`src/rtl/queue_word_packer.sv`:
```
// queue_word_packer: pops DATA_W-bit queue words and packs PACK_RATIO of them into one valid/ready word.
// Optional build macro QUEUE_PACKER_CNT_EN adds out_count, the number of output words accepted since reset.
module queue_word_packer #(
   parameter  int DATA_W     = 16,
   parameter  int PACK_RATIO = 2,
   localparam int CW         = $clog2(PACK_RATIO + 1)
) (
   input  logic                         clk,
   input  logic                         reset_n,
   input  logic [DATA_W-1:0]            q_dout,
   input  logic                         q_empty,
   output logic                         q_read,
   input  logic                         flush,
   output logic [DATA_W*PACK_RATIO-1:0] out_data,
   output logic [CW-1:0]                out_words,
   output logic                         out_valid,
   input  logic                         out_ready,
   output logic                         busy
`ifdef QUEUE_PACKER_CNT_EN
   ,
   output logic [31:0]                  out_count
`endif
);
   logic [PACK_RATIO-1:0][DATA_W-1:0] slot_q, slot_d, packed_w;
   logic [DATA_W*PACK_RATIO-1:0]      out_data_q, out_data_d;
   logic [CW-1:0]                     fill_cnt_q, fill_cnt_d, out_words_q, out_words_d;
   logic                              inflight_q, flush_pend_q, flush_pend_d, out_valid_q, out_valid_d;
   logic                              full, xfer;

   always_comb begin
      full         = fill_cnt_q == CW'(PACK_RATIO);
      xfer         = (full || (flush_pend_q && fill_cnt_q != '0 && !inflight_q)) && (!out_valid_q || out_ready);
      // reset_n gates the pop so the queue is never drained while the packer is held in reset
      q_read       = reset_n && !q_empty && !flush_pend_q && !xfer && (fill_cnt_q + CW'(inflight_q)) < CW'(PACK_RATIO);
      slot_d       = slot_q;
      packed_w     = '0;
      for (int i = 0; i < PACK_RATIO; i++) begin
         if (inflight_q && fill_cnt_q == CW'(i)) slot_d[i] = q_dout;
         if (fill_cnt_q > CW'(i)) packed_w[i] = slot_q[i];
      end
      fill_cnt_d   = xfer ? '0 : fill_cnt_q + CW'(inflight_q);
      flush_pend_d = !xfer && (flush_pend_q || (flush && (fill_cnt_q != '0 || inflight_q)));
      out_valid_d  = xfer || (out_valid_q && !out_ready);
      out_data_d   = xfer ? packed_w : out_data_q;
      out_words_d  = xfer ? fill_cnt_q : out_words_q;
      busy         = fill_cnt_q != '0 || inflight_q || out_valid_q;
   end

   always_ff @(posedge clk or negedge reset_n) begin
      if (!reset_n) begin
         slot_q       <= '0;
         fill_cnt_q   <= '0;
         inflight_q   <= 1'b0;
         flush_pend_q <= 1'b0;
         out_valid_q  <= 1'b0;
         out_data_q   <= '0;
         out_words_q  <= '0;
      end else begin
         slot_q       <= slot_d;
         fill_cnt_q   <= fill_cnt_d;
         inflight_q   <= q_read;
         flush_pend_q <= flush_pend_d;
         out_valid_q  <= out_valid_d;
         out_data_q   <= out_data_d;
         out_words_q  <= out_words_d;
      end
   end

   assign out_data  = out_data_q;
   assign out_words = out_words_q;
   assign out_valid = out_valid_q;

`ifdef QUEUE_PACKER_CNT_EN
   logic [31:0] out_count_q;

   always_ff @(posedge clk or negedge reset_n) begin
      if (!reset_n) out_count_q <= '0;
      else          out_count_q <= out_count_q + 32'(out_valid_q && out_ready);
   end

   assign out_count = out_count_q;
`endif
endmodule

```
`config.mk`:
```
export PLATFORM = sky130hd
export DESIGN_NAME = queue_word_packer
export DESIGN_NICKNAME = d
export VERILOG_FILES = /design/src/rtl/queue_word_packer.sv
export SDC_FILE = /design/constraint.sdc
export NUM_CORES = 1
export LEC_CHECK = 0
export ABC_AREA = 0
export CORE_UTILIZATION = 46
export CTS_CLUSTER_DIAMETER = 120
export DETAILED_ROUTE_END_ITERATION = 7
export GPL_TIMING_DRIVEN = 0
export HOLD_SLACK_MARGIN = 0.06
export PLACE_DENSITY = 0.76
export SYNTH_ARGS = -nofsm -noshare
export SYNTH_HDL_FRONTEND = slang
export SYNTH_SLANG_ARGS = --single-unit
```
`constraint.sdc`:
```
create_clock -name clk -period 1.5 [get_ports clk]
set_input_delay 0.225 -clock clk [delete_from_list [all_inputs] [get_ports clk]]
set_output_delay 0.225 -clock clk [all_outputs]
set_load 0.05 [all_outputs]
```
* Yosys cells after proc, flatten, opt, wreduce, memory -nomap -nowiden
Cells that the tools add are included.
** Operators by class
- Muxes and demuxes :: 3
- Reductions and logical operators :: 26
- $add $sub $neg :: 1
- Eq/ne operators :: 2
- $lt $le $gt $ge :: 3
** Operator list (count)
- $mux 16 :: 2
- $logic_and 1x1->1 :: 12
- $logic_not 1->1 :: 6
- $logic_or 1x1->1 :: 6
- $gt 2x1->1 const B :: 2
- $add 2x1->2 :: 1
- $eq 2x1->1 const B :: 1
- $eq 2x2->1 const B :: 1
- $logic_not 2->1 :: 1
- $lt 2x2->1 const B :: 1
- $mux 2 :: 1
- $reduce_bool 2->1 :: 1
** Word-level totals
- Logic and storage cells :: 43
- Register bits :: 71

* Longest topological paths before layout
Gate-level depths: netlist of the first run.
- Word-level depth :: 8
- Depth in mapped cells :: 5
- Depth with buffers taken out :: 4

* Worst setup path before layout of the first run
No wires, ideal clock.
- Path kind :: register -> output
- Start point :: reg out_valid_q, in the netlist out_valid
- End point :: out q_read
- Arrival :: 1.915 ns
- Path slack :: -0.640 ns
- Path buffers :: 2
- Data required time :: 1.275 ns
- Cell stages (with the launch flop) :: 6
- Cell sequence :: dfrtp_1 > inv_1 > a2bb2oi_2 > buf_6 > buf_12 > nor2_1
** On the way
- Word-level cells in the longest chain between the ends :: 6
** RTL lines
- start: declaration :: line 27 : logic inflight_q, flush_pend_q, flush_pend_d, out_valid_q, out_valid_d;
- start signal: assignment :: line 63 : out_valid_q <= out_valid_d;
- $logic_not 1->1 :: line 32 : xfer = (full || (flush_pend_q && fill_cnt_q != '0 && !inflight_q)) && (!out_valid_q || out_ready);
- $logic_or 1x1->1 :: line 32
- $logic_and 1x1->1 :: line 32
- $logic_not 1->1 :: line 34 : q_read = reset_n && !q_empty && !flush_pend_q && !xfer && (fill_cnt_q + CW'(inflight_q)) < CW'(PACK_RATIO);
- $logic_and 1x1->1 (2 in series) :: line 34
- end: declaration :: line 12 : output logic q_read,
Every way passes these cells.

* Worst setup path after layout of the first run
- Start point :: reg fill_cnt_q[0]
- End point :: out q_read
** On the way
- Word-level cells in the longest chain between the ends :: 8
- Elaborated cells on any way between the ends :: 11
- Classes of those cells :: add/sub (1); order compare (1); eq/ne (1); reduce/logical (8)
** RTL lines
- start: declaration :: line 26 : logic [CW-1:0] fill_cnt_q, fill_cnt_d, out_words_q, out_words_d;
- start signal: assignment :: line 60 : fill_cnt_q <= fill_cnt_d;
- parallel branches: the longest is 7 deep, another holds $add 2x1->2
- $logic_and 1x1->1 (*) :: line 34
Mark *: on every way between the ends.

==> results.md, run 1 <==
* Initial Util at 48.2%
* Ant. Diodes at 0
* Period minus WS final at 1.92 ns
* Slew headroom at approximately two fifths
* Total number of yosys warnings at 0
* Routed Antenna Nets at 0
* Fmax at 521 MHz
* First-pass DRT Iterations at 4
* Worst hold path class: in -> async
* Grt total ovfl at 0
* Io pins at 58
* Failing checks: hold timing, setup timing
* RSZ-0062 raised after global routing: yes
* Status: finished, violations left
* Slew @ Worst Pin at 0.891 ns
* Largest net degree at the start of global routing at 73
* Post-detail-place hpwl at 3360 um
* Final Hold Fails at 2
* IO Port Bufs at 57
* Setup ws final at -0.420 ns
* Row count at 28
* Clock Path Buffers at 2
* Clock Sinks at 71
* Pwr dens at 2460 mW/mm2
* Max cap viols at 0
* Initial antenna violation count at 0
* Later-pin clock latency in the skew report at ~0.34 ns
* Initial DRC Count at 109
* Endpoint class of the critical path: output pin
* Fillcell total at 420
* Post-synthesis register bit count at between 70 and 80
* First-pass GRT wire length at approximately 9300 um
* # setup viols final at 50
* Worst path max stage delay at 0.48 ns
* H-tree depth at 3
* Pleak at 1.93 nW
* Drt wl/cell at 16.9 um
* Top delay family on crit path: flip-flops
* Multi-input logic area at 0.00111 mm2
* Slew Viols, Final at 0
* Critical path arrival at roughly 1.7 ns
* Worst VDD drop at 1270 uV
* Placed cell count at 328
* Drt total wl at about 6200 um
* Total number of vias at 1845
* Layout cells sized above 1 at 40.8%
* Reg clk slew, reported paths at 0.08 ns
* Crit path cell chain: ha_4 -> xnor2_4 -> nand3_2 -> nor2_4 -> buf_6
* Die span in y at 81.0 um
* Buf/Inv on CP at 1
* Cells after Synth at 196
* Die area at 0.00655 mm2
* Crit Path Max Fanout at 5
* GRT Total Usage at 20.0%
* GPL Wtd Cong at 0.760
* Syn Nets at 218
* Netlist cell types at 22
* Clk root buf: clkbuf_8
* CTS tree: built
* Register area at 0.00178 mm2
* Area grow syn2layout at 46.3%
* Clk_skew at 0.00751 ns
* Nets at 311
* Hold WS at -0.00481 ns
* WP data required at 1.27 ns
* Period Utilization, post-route at 128%
* Setup CP Type: reg -> out
* Syn_area_per_cell at 14.6 um2
* Slowest CP cell: dfrtp_2
* Die width at roughly 81 um
* Core ar. at 0.00596 mm2
* Number of vias per cell at 5.00
* Startpoint class of the critical path: flop
* Sequential element share of the synthesized area at 62.0%
* Vias in the first global route at approximately 1900
* Fin cells at 369
* Residual DRC at 0
* Post-Synthesis Cell Area at 0.00287 mm2
* TritonCTS buffer count at 9
[repair_timing]
action	4_1_cts	5_1_grt
setup endpoints to repair	81	74
gates resized for setup	88	37
hold endpoints to repair	71	0
buffers inserted	11	11
cloned	1	3
pin swaps	5	6
[kinds of logic (layout without fill, tap and decap cells)]
family / after synthesis / in the layout / share of synthesized area (%)
flip-flops: 71 / 71 / 62.0
multiplexers: 66 / 66 / 25.2
AND/OR/NAND/NOR: 28 / 28 / 5.10
buffers and inverters: 26 / 124 / 6.02
AO/OA/AOI/OAI: 3 / 3 / 0.960
adder cells (fa/ha/maj): 1 / 1 / 0.436
XOR/XNOR: 1 / 1 / 0.305
[power breakdown]
| group | internal (mW) | switching (mW) | leakage, nW | total (mW) |
|---|---|---|---|---|
| clock | 0.804 | 0.713 | 0.0981 | 1.52 |
| combinational | 2.71 | 2.85 | 0.955 | 5.56 |
| sequential | 2.78 | 0.477 | 0.878 | 3.26 |
| total | 6.30 | 4.04 | 1.93 | 10.3 |
[path summary, 6_finish.rpt]
kind,startpoint,end,slack [ns],cells past startpoint
setup / recovery,fill_cnt_q[0],q_read,-0.42,5
hold / removal,reset_n,out_valid,-0.005,1
setup reg to reg,fill_cnt_q[0],out_data[6],-0.34,9
hold reg to reg,out_data[3],out_data[3],0.50,1
max in group asynchronous,reset_n,fill_cnt_q[0],0.89,1
min in group clk,out_data[3],out_data[3],0.50,1
[flip-flops by register name, summed over array words and instances, names as in the netlist]
register,cells
fill_cnt_q,2
flush_pend_q,1
inflight_q,1
out_data,32
out_valid,1
out_words,2
slot_q,32
[synthesized netlist by cell type (all sizes together)]
cell type	instances	area, um2
nor2b	1	6.26
nor3b	1	18.8
mux2i	16	160
or3	1	7.51
buf	5	73.8
nand3b	1	11.3
nand3	2	15.0
nor2	4	15.0
dfrtp	71	1780
inv	18	67.6
a2bb2oi	1	15.0
o211ai	1	7.51
xnor2	1	8.76
mux2	50	563
clkbuf	3	31.3
a21oi	1	5.00
nand2	16	60.1
nand2b	2	12.5
ha	1	12.5
[area by class of cell]
type | count | area share, %
Sequential cell | 71 | 42.4
Multi-Input combinational cell | 99 | 26.4
Inverter | 18 | 1.61
Clock inverter | 6 | 1.43
Timing Repair Buffer | 83 | 20.4
Tap cell | 75 | 2.24
Clock buffer | 10 | 3.28
Buffer | 7 | 2.30
[per-stage QoR]
step	cell area (um2)	utilization (%)	TNS [ns]	setup WS [ns]	power, mW
6_report	4200	70.5	-7.50	-0.420	10.3
5_1_grt	4200	70.5	-9.84	-0.457	10.8
4_1_cts	3970	66.7	-2.18	-0.357	9.65
3_5_place_dp	3550	59.5	-6.48	-0.948	7.66
3_3_place_gp	3550	59.6	-168.00	-3.28	7.56
2_1_floorplan	2880	-	-0.0629	-0.0629	6.38
[worst register-to-register path, cell delays in order, from the launching register on]
cell and delay (ns):
dfrtp_2 0.47, buf_6 0.13, nand3b_4 0.09, a2bb2oi_4 0.18
buf_6 0.15, buf_6 0.09, buf_6 0.08, buf_6 0.09
clkbuf_16 0.14, mux2_4 0.30
[cells in the final DEF (no fill, tap or decap), types with 2 or more instances in the layout]
cell             count
nor2_1               3
dfrtp_2              3
dlygate4sd2_1       24
clkbuf_2             3
clkinv_2             3
clkbuf_8            10
dfrtp_1             68
mux2_2              26
clkinvlp_4           2
clkdlybuf4s50_1     19
mux2_4              24
clkdlybuf4s15_1      8
buf_12               4
buf_8                4
nand2_1             16
buf_6               15
inv_1               17
clkbuf_16            3
mux2i_1             16
nand2b_4             2
buf_4                9
[per-layer routing]
| metal | routed length, um | track usage (%) | vias up | share of wire [%] |
|---|---|---|---|---|
| met1 | 2930 | 26.1 | 936 | 47 |
| met2 | 2960 | 30.8 | 49 | 47 |
| met4 | 109 | 10.9 | 0 | 1.7 |
| met3 | 241 | 4.72 | 10 | 3.9 |
| met5 | 0 | 0 | - | 0 |
| li1 | - | - | 850 | - |
Power figures use the tool's default switching activity.
==> run 2: changes to the inputs <==
- CORE_UTILIZATION: 46 -> 51
- PLACE_DENSITY: 0.76 -> 0.79
- clock period: 1.5 -> 2.1 ns (I/O delays scaled with it)
==> run 2 against run 1 <==
The run now ends clean. Worst hold slack better by 0.085 ns. Via count fell by 7.0%. First-iteration DRC count fell by 42%. Setup slack better by 0.47 ns. Critical path depth grew 1. Non-clock buffer count shrank 22. Clock power shrank 22%. Die area decreased by 9.6%. Design area is 9.6% lower. Routed wire length is 16% lower. Cell count shrank 7.3%. Combinational power decreased by 43%. Critical path type unchanged. Highest routed layer unchanged.
==> results.md, run 2 (synthesis results as in run 1) <==
* Max cap viols at 0 (unchanged)
* Later-pin clock latency in the skew report at 0.33 ns (about the same)
* Drt total wl at 5230 um (-16%)
* Total number of vias at 1716 (-7.0%)
* Metal-1 WL at 2360 um (-19%)
* Clock Path Buffers at 2 (unchanged)
* Initial DRC Count at 63 (-42%)
* Grt total ovfl at 0 (unchanged)
* Critical path startpoint: inflight_q
* First-pass DRT Iterations at 4 (unchanged)
* Most common cell after layout, fill and taps aside: dfrtp_1
* Crit Path Max Fanout at 10 (+5)
* Pleak at 1.62 nW (-16%)
* IO Port Bufs at 57 (unchanged)
* Slew Viols, Final at 0 (unchanged)
* R2r setup slk at 0.39 ns (+0.73 ns)
* Pwr dens at 1760 mW/mm2 (-28%)
* Met2 wire length at 2590 um (-12%)
* Die width at 77.0 um (-4.9%)
* Clk root buf: clkbuf_8
* Setup CP Type: reg -> out
* Most frequent cells in the layout: 68 x dfrtp_1, 54 x clkdlybuf4s50_1, 50 x mux2_2
* Drt wl/cell at 15.3 um (-9.5%)
* Vias in the first global route at 1760 (-6.9%)
* Final Hold Fails at 0 (-2)
* RSZ-0062 raised after global routing: yes
* Residual DRC at 0 (unchanged)
* TritonCTS buffer count at 9 (unchanged)
* Initial Util at 54.4% (+6.3 points)
* Detail Route met3 WL at 202 um (-16%)
* Status: complete, no violations
* Clock Sinks at 71 (unchanged)
* Reg power frac at 34.7% (+3.2 points)
* Placed cell area at 0.00353 mm2 (-0.56%)
* Initial antenna violation count at 0 (unchanged)
* Routed Antenna Nets at 0 (unchanged)
* Core ar. at 0.00527 mm2 (-12%)
* Die area at 0.00593 mm2 (-9.6%)
* Reg clk slew, reported paths at 0.08 ns (about the same)
* Worst VDD drop at 1010 uV (-21%)
* First-pass GRT wire length at 8910 um (-4.2%)
* Sw Ratio at 38.7% (-0.38 points)
* Worst hold path class: in -> async
* Comb pwr share at 47.5% (-6.3 points)
* Die span in y at 77.0 um (-4.9%)
* Ant. Diodes at 0 (unchanged)
* H-tree depth at 3 (unchanged)
* Row count at 26 (-7.1%)
* Cell internal pwr at 4.11 mW (-35%)
* Total Power at 6.69 mW (-35%)
* # setup viols final at 0 (-100%)
* Max Used Layer: met4
* Sum Neg Setup Slack at 0 ns (+7.50 ns)
* WP data required at 1.78 ns (+0.51 ns)
* R2r startpoint: inflight_q
* Nets at 289 (-7.1%)
* Fillcell total at 382 (-9.0%)
* Period Utilization, post-route at 97.4%
* GRT Total Usage at 20.0% (+0.030 points)
* Layout cells sized above 1 at 32.7% (-8.1 points)
* Slew @ Worst Pin at 0.873 ns (-0.0179 ns)
* Clock Power Share at 17.8% (+3.1 points)
* Io pins at 58 (unchanged)
* Fmax at 489 MHz
* Critical path arrival at 1.73 ns (+0.04 ns)
* Area grow syn2layout at 32.3%
* Placed cell count at 323 (-1.5%)
* Fin cells at 342 (-7.3%)
* Period minus WS final at 2.05 ns
* Startpoint class of the critical path: flop
* Sw power at 2.59 mW (-36%)
* CTS tree: built
* Number of vias per cell at 5.02 (+0.35%)
* Post-Layout Inst Area at 0.00379 mm2 (-9.6%)
* Endpoint class of the critical path: output pin
* Post-detail-place hpwl at 3480 um (+3.5%)
* Slew headroom at 41.8% (+1.2 points)
* GPL Wtd Cong at 0.712 (-6.3%)
* Clk_skew at 0.00739 ns (-0.000115 ns)
* Largest net degree at the start of global routing at 73 (unchanged)
## run 2: cell types whose count changed in the layout (fill, tap and decap cells not counted), sizes merged
cell and delta:
buf -21, bufinv +1, clkbuf -4, clkdlybuf4s15 -8
clkdlybuf4s50 +35, clkinv +1, clkinvlp -2, dlygate4sd2 -24
## run 2: metal layers
metal	vias up	global-route usage, %
li1	799	-
met1	862	27.0
met2	47	31.3
met3	8	3.69
met4	0	9.62
met5	-	0
## run 2: power groups by stage
stage,sequential (mW),clock (mW),combinational (mW)
floorplan,3.18,0,1.34
global placement,2.32,0,3.05
detailed placement,2.34,0,3.11
finish,2.32,1.19,3.18
global route,2.41,1.28,3.36
CTS,2.33,1.22,3.14
## run 2: final cells by class
class | instances | area (um2) | area share [%]
clock buffers | 10 | 138 | 3.63
plain buffers | 8 | 109 | 2.87
multi-input cells | 99 | 940 | 24.8
well taps | 70 | 87.6 | 2.31
flip-flops and latches | 71 | 1780 | 46.9
clock inverters | 6 | 83.8 | 2.21
inverters | 18 | 67.6 | 1.78
repair buffers | 60 | 589 | 15.5
## run 2: timing repair
item	CTS	global route
buffers inserted	1	2
pin swaps	0	1
resized for setup	13	7
hold buffers	0	0
setup endpoints to repair	2	2
## run 2: worst max-delay path, stage by stage, from the launching register on
cell and delay [ns]:
dfrtp_2 0.44, nand3b_2 0.26, a2bb2oi_4 0.19, buf_6 0.14, buf_12 0.13, nor2_2 0.05
buf_4 0.18
## run 2: through the flow
| step | worst slack, ns | hold slack (ns) | utilization (%) |
|---|---|---|---|
| 5_1_grt | -0.0129 | 0.183 | 72.0 |
| 3_5_place_dp | -0.411 | 0.489 | 66.9 |
| 2_1_floorplan | 0.107 | 0.0194 | - |
| 4_1_cts | 0.00293 | 0.125 | 71.2 |
| 3_3_place_gp | -2.65 | 0.483 | 67.0 |
| 6_report | 0.0545 | 0.0802 | 72.0 |
## run 2: worst paths after layout
kind / end / cells past startpoint
worst max-delay path: q_read / 6
worst min-delay path: out_valid / 1
worst max register to register: out_data[8] / 5
worst min register to register: slot_q[12] / 1
max in group asynchronous: fill_cnt_q[0] / 1
min in group clk: slot_q[12] / 1
==> run 3: changes to the inputs <==
- SLEW_MARGIN: default -> 20
==> run 3 against run 2 <==
Setup slack improved by 0.016 ns. First-iteration DRC count grew 25%. Routed wire length is 4.0% higher. Combinational power hardly changed. Die area did not move. Design area rose by 1.2%. Power fell by 1.3%.
==> results.md, run 3 (synthesis results as in run 1) <==
* Slew headroom at 61.1% (+19 points)
* Pleak at 1.64 nW (+1.5%)
* Worst hold path class: reg -> reg
* GPL Wtd Cong at 0.712 (unchanged)
* Grt met3 use at 6.31% (+2.6 points)
* Ant. Diodes at 0 (unchanged)
* Endpoint class of the critical path: output pin
* Final Hold Fails at 0 (unchanged)
* Startpoint class of the critical path: flop
* Clock Sinks at 71 (unchanged)
* GRT busiest layer: met2
* IO Port Bufs at 57 (unchanged)
* Top delay family on crit path: simple AND/OR/NAND/NOR gates
* Worst path max stage delay at 0.48 ns (+0.04 ns)
* Period Utilization, post-route at 96.6% (-0.78 points)
* Most frequent cells in the layout: 68 x dfrtp_1, 54 x clkdlybuf4s50_1, 50 x mux2_2
* Sw Ratio at 38.8% (+0.16 points)
* Initial Util at 54.4% (unchanged)
* R2r setup slk at 0.36 ns (-0.03 ns)
* Setup ws final at 0.0709 ns (+0.0164 ns)
* Most common cell after layout, fill and taps aside: dfrtp_1
* Vias in the first global route at 1825 (+3.7%)
* Clock Path Buffers at 2 (unchanged)
* Max cap viols at 0 (unchanged)
* Routed Antenna Nets at 0 (unchanged)
* WP data required at 1.78 ns (about the same)
* Clock Power Share at 16.9% (-0.9 points)
* Clk_skew at 0.00526 ns (-0.00213 ns)
* Grt total ovfl at 0 (unchanged)
* Worst path most repeated cell: buf_6
* # setup viols final at 0 (unchanged)
* Pre-CTS WS at -0.391 ns (+0.0196 ns)
* Worst VDD drop at 1110 uV (+10%)
* Util after Layout at 72.9% (+0.85 points)
* CTS tree: built
* Slew @ Worst Pin at 0.582 ns (-0.291 ns)
* Nets at 293 (+1.4%)
* Die width at 77.0 um (unchanged)
* First-pass DRT Iterations at 4 (unchanged)
* Setup CP Type: reg -> out
* Reg clk slew, reported paths at 0.07 ns (about the same)
* Slowest CP cell: or3_2
* Critical path arrival at 1.71 ns (-0.02 ns)
* Drt total wl at 5440 um (+4.0%)
* Pwr dens at 1720 mW/mm2 (-2.5%)
* Crit path cell chain: buf_6 -> or3_2 -> nand2b_1 -> buf_6
* H-tree depth at 3 (unchanged)
* Initial antenna violation count at 0 (unchanged)
* Clk root buf: clkbuf_8
* Die span in y at 77.0 um (unchanged)
* Total Power at 6.61 mW (-1.3%)
* Area grow syn2layout at 33.9%
* Status: complete, no violations
* TritonCTS buffer count at 9 (unchanged)
* Drt wl/cell at 15.7 um (+2.8%)
* Fmax at 493 MHz (+0.81%)
* Core ar. at 0.00527 mm2 (unchanged)
* Post-detail-place hpwl at 3500 um (+0.54%)
* First-pass GRT wire length at 9210 um (+3.3%)
* Die area at 0.00593 mm2 (unchanged)
* Stages on the worst setup path at 4 (-2)
* Io pins at 58 (unchanged)
* Later-pin clock latency in the skew report at 0.33 ns (about the same)
* GR Util met1 at 26.9% (-0.074 points)
* Slew Viols, Final at 0 (unchanged)
* Hold depth at 1
* Post-Layout Inst Area at 0.00384 mm2 (+1.2%)
* Fillcell total at 370 (-3.1%)
* Crit Path Max Fanout at 10 (unchanged)
* Row count at 26 (unchanged)
* RSZ-0062 raised after global routing: no
* Total number of vias at 1773 (+3.3%)
* Comb pwr share at 48.0% (+0.5 points)
* Placed cell area at 0.00355 mm2 (+0.78%)
* Met2 Use GR at 33.7% (+2.3 points)
* Buf/Inv on CP at 2 (-1)
* Reg2Reg Depth at 4 (-1)
* Number of vias per cell at 5.12 (+2.1%)
* Initial DRC Count at 79 (+25%)
* Residual DRC at 0 (unchanged)
* Layout cells sized above 1 at 32.6% (-0.11 points)
* Cell internal pwr at 4.04 mW (-1.6%)
* Largest net degree at the start of global routing at 60 (-18%)
* Hold WS at 0.504 ns (+0.424 ns)
* Reg power frac at 35.1% (+0.4 points)
* GRT Total Usage at 20.9% (+0.85 points)
* Period minus WS final at 2.03 ns (-0.0164 ns)
* Sw power at 2.57 mW (-0.89%)
-- run 3: power by group through the flow --
stage / sequential (mW) / combinational (mW) / clock [mW]
finish: 2.32 / 3.17 / 1.12
global route: 2.40 / 3.34 / 1.22
floorplan: 3.18 / 1.34 / 0
global placement: 2.32 / 3.05 / 0
CTS: 2.32 / 3.13 / 1.14
detailed placement: 2.34 / 3.11 / 0
-- run 3: worst paths after layout --
check                         startpoint             to
max in group asynchronous        reset_n      slot_q[1]
setup reg to reg           fill_cnt_q[0]     slot_q[13]
setup / recovery           fill_cnt_q[1]           busy
hold / removal                slot_q[11]   out_data[11]
min in group asynchronous        reset_n  fill_cnt_q[0]
hold reg to reg               slot_q[11]   out_data[11]
-- run 3: what timing repair did --
item | 4_1_cts | 5_1_grt
resized for setup | 13 | 5
endpoints found under the hold margin | 13 | 0
hold buffers | 2 | 0
cloned | 0 | 1
endpoints found under the setup margin | 2 | 2
setup buffers | 1 | 2
-- run 3: per-layer routing --
metal	share of wire (%)	up-vias	wire, um
met5	0	-	0
met4	1.8	0	100
met3	4.4	10	238
met2	49	49	2670
met1	45	905	2430
li1	-	809	-
-- run 3: cell type report --
type	count	area [um2]	area share, %
Inverter	18	67.6	1.76
Multi-Input combinational cell	99	928	24.2
Timing Repair Buffer	64	662	17.2
Clock buffer	13	169	4.40
Clock inverter	3	40.0	1.04
Sequential cell	71	1780	46.4
Tap cell	70	87.6	2.28
Buffer	8	105	2.74
-- run 3: per-stage QoR --
step / std cells / setup TNS (ns)
finish: 346 / 0
detailed placement: 324 / -0.515
global route: 346 / 0
global placement: 323 / -123.68
floorplan: 196 / 0
CTS: 343 / 0
==> RTL edit: new RTL, settings of run 2 <==
Add a define of `QUEUE_PACKER_CNT_EN`.
--- a/src/rtl/queue_word_packer.sv
+++ b/src/rtl/queue_word_packer.sv
@@ -1,4 +1,6 @@
 // queue_word_packer: pops DATA_W-bit queue words and packs PACK_RATIO of them into one valid/ready word.
 // Optional build macro QUEUE_PACKER_CNT_EN adds out_count, the number of output words accepted since reset.
+`define QUEUE_PACKER_CNT_EN
+
 module queue_word_packer #(
    parameter  int DATA_W     = 16,
Function (old outputs only; new: out_count): kept (Yosys induction, for registers that start in step).
==> RTL edit against run 2 <==
  * Wire length is 66% higher
  * Worst setup slack improved by 22 ps
  * Non-clock buffer count is 40 higher
  * Sequential cell count increased by 32
  * Cell area up 49%
  * Area after synthesis grew 48%
  * Final cell count increased by 69%
  * Via count grew 76%
  * Fmax grew 1.1%
  * Power is 16% higher
==> RTL edit: results (changes against run 2) <==
- H-tree depth: 3 (unchanged)
- Slew @ Worst Pin: 576 ps (was 873 ps)
- Max-slew violation count: 0 (unchanged)
- Total Nets Final: 495 (was 289)
- DR WL/cell: 15.1 microns (was 15.3 microns)
- Worst-path maximum fanout: 4 (was 10)
- 1st-iter DRT viols: 78 (was 63)
- Port bufs: 89 (was 57)
- First-pass DRT Iterations: 4 (unchanged)
- Flop-to-flop setup slack: 130 ps (was 390 ps)
- Yosys warns: 0 (unchanged)
- Hpwl dp: 6170 microns (was 3480 microns)
- Crit-path slowest cell: dfrtp_2 (unchanged)
- Status: finished clean (unchanged)
- Clk slew on worst S/H paths: 90 ps
- Number of global-route vias before repair: 3051 (was 1760)
- Share of post-route cells with drive strength above 1: 0.183 (was 0.327)
- First-pass GRT wire length: 14700 microns (was 8910 microns)
- Syn nets: 387 (was 218)
- RR Endpoint: slot_q[11]$_DFFE_PN0P_ (was out_data[8]$_DFFE_PN0N_)
- GRT Util Overall: 0.221 (was 0.200)
- Top cells by area, synth: dfrtp_1, nand2_1, mux2_2, xnor2_1, nand3_1 (was dfrtp_1, mux2_2, mux2i_1, inv_1, nand2_1)
- Hold Crit Class: in2async (unchanged)
- R2r worst-path depth: 4 (was 5)
- Maximum vdd drop: 0.000883 V (was 0.00101 V)
- Latest clock arrival within the worst-skew pair: 360 ps (was 330 ps)
- Total number of vias: 3019 (was 1716)
- Sequential share of the synthesized area: 0.606 (was 0.620)
- Switching power of the nets: 0.00335 W (was 0.00259 W)
- Antenna cells: 0 (unchanged)
- FF-to-FF Start: fill_cnt_q[0]$_DFF_PN0_ (was inflight_q$_DFF_PN0_)
- Root Driver: clkbuf_8 (unchanged)
- CP Launch Type: register (unchanged)
- Leakage: 2.72 nW (was 1.62 nW)
- Post-synth top cells: dfrtp_1, nand2_1, mux2_2 (was dfrtp_1, mux2_2, inv_1)
- Dominant register cell in the synthesized netlist: dfrtp_1 (unchanged)
- Layout fillers: 563 (was 382)
- Routability cong.: 0.798 (was 0.712)
- Netlist cell types: 32 (was 22)
- Largest delay contributor family on the critical path: flip-flops (was buffers and inverters)
- TritonCTS buffer count: 9 (unchanged)
- Worst Clk Skew: 11.1 ps (was 7.39 ps)
- Async set-reset flop share out of synthesis: 1.00 (unchanged)
- Initial antenna violation count: 0 (unchanged)
- Largest net degree at the start of global routing: 76 (was 73)
- Max Buffers Root-to-Sink: 2 (unchanged)
[RTL edit: cell types whose count changed after synthesis, moves of 8 or more]
| cell | change |
|---|---|
| nand3_1 | +28 |
| mux2_2 | -18 |
| dfrtp_1 | +32 |
| xnor2_1 | +17 |
| nor2_1 | +8 |
| mux2i_1 | -16 |
| xor2_1 | +13 |
| nand2_1 | +83 |
| inv_1 | -15 |
| buf_2 | +9 |
[RTL edit: worst reg2reg max path: stages, from the launching register on]
cell and delay, ps:
dfrtp_2 440, buf_4 160, nor3b_2 490, buf_2 390, mux2_2 370
[RTL edit: how the worst max path moves through the flow]
stage                              end  slack (ps)  cells past startpoint
6_report                        q_read          80                      6
5_1_grt                         q_read         -10                      6
4_1_cts                         q_read         -10                      6
3_5_place_dp                    q_read        -600                      7
3_3_place_gp                    q_read       -3770                      4
2_1_floorplan  out_count[26]$_DFF_PN0_          70                      7
[RTL edit: power by group through the flow]
| stage | Combinational [W] | Sequential, W | Clock (W) |
|---|---|---|---|
| global route | 0.00374 | 0.00321 | 0.00129 |
| finish | 0.00350 | 0.00313 | 0.00117 |
| floorplan | 0.00104 | 0.00431 | 0 |
| detailed placement | 0.00341 | 0.00316 | 0 |
| CTS | 0.00349 | 0.00312 | 0.00120 |
| global placement | 0.00333 | 0.00313 | 0 |
[RTL edit: final cells by class]
type,count,area share
clock buffers,10,0.0244
well taps,102,0.0226
multi-input cells,245,0.293
clock inverters,6,0.00909
flip-flops and latches,103,0.457
inverters,3,0.00200
repair buffers,98,0.181
plain buffers,10,0.0109
[RTL edit: metrics by stage]
step	worst slack [ps]	hold WS, ps	instance area [sq um]	instances	util
global route	-11.3	2.82	5640	577	0.715
CTS	-14.6	-124	5530	572	0.701
floorplan	73.0	19.4	4260	362	-
finish	76.2	5.62	5640	577	0.715
detailed placement	-596	268	5300	554	0.672
global placement	-3770	446	5280	553	0.669
[RTL edit: logic make-up (layout without fill, tap and decap cells)]
kind of cell / count (synthesis) / in the layout / synth area share
AND/OR/NAND/NOR: 175 / 175 / 0.215
XOR/XNOR: 31 / 31 / 0.0638
multiplexers: 32 / 32 / 0.0847
buffers and inverters: 14 / 127 / 0.0150
adder cells (fa/ha/maj): 4 / 4 / 0.0118
flip-flops: 103 / 103 / 0.606
AO/OA/AOI/OAI: 3 / 3 / 0.00411
[RTL edit: timing repair]
item,in CTS,in global routing
endpoints found under the setup margin,2,5
resized for setup,22,12
cloned,0,0
setup buffers,2,3
endpoints found under the hold margin,29,29
pin swaps,0,3
[RTL edit: layer usage]
layer | up-vias | GRT usage | part of all wire
li1 | 1428 | - | -
met1 | 1494 | 0.288 | 0.43
met2 | 87 | 0.360 | 0.50
met3 | 10 | 0.0577 | 0.061
met4 | 0 | 0.0744 | 0.0094
met5 | - | 0 | 0
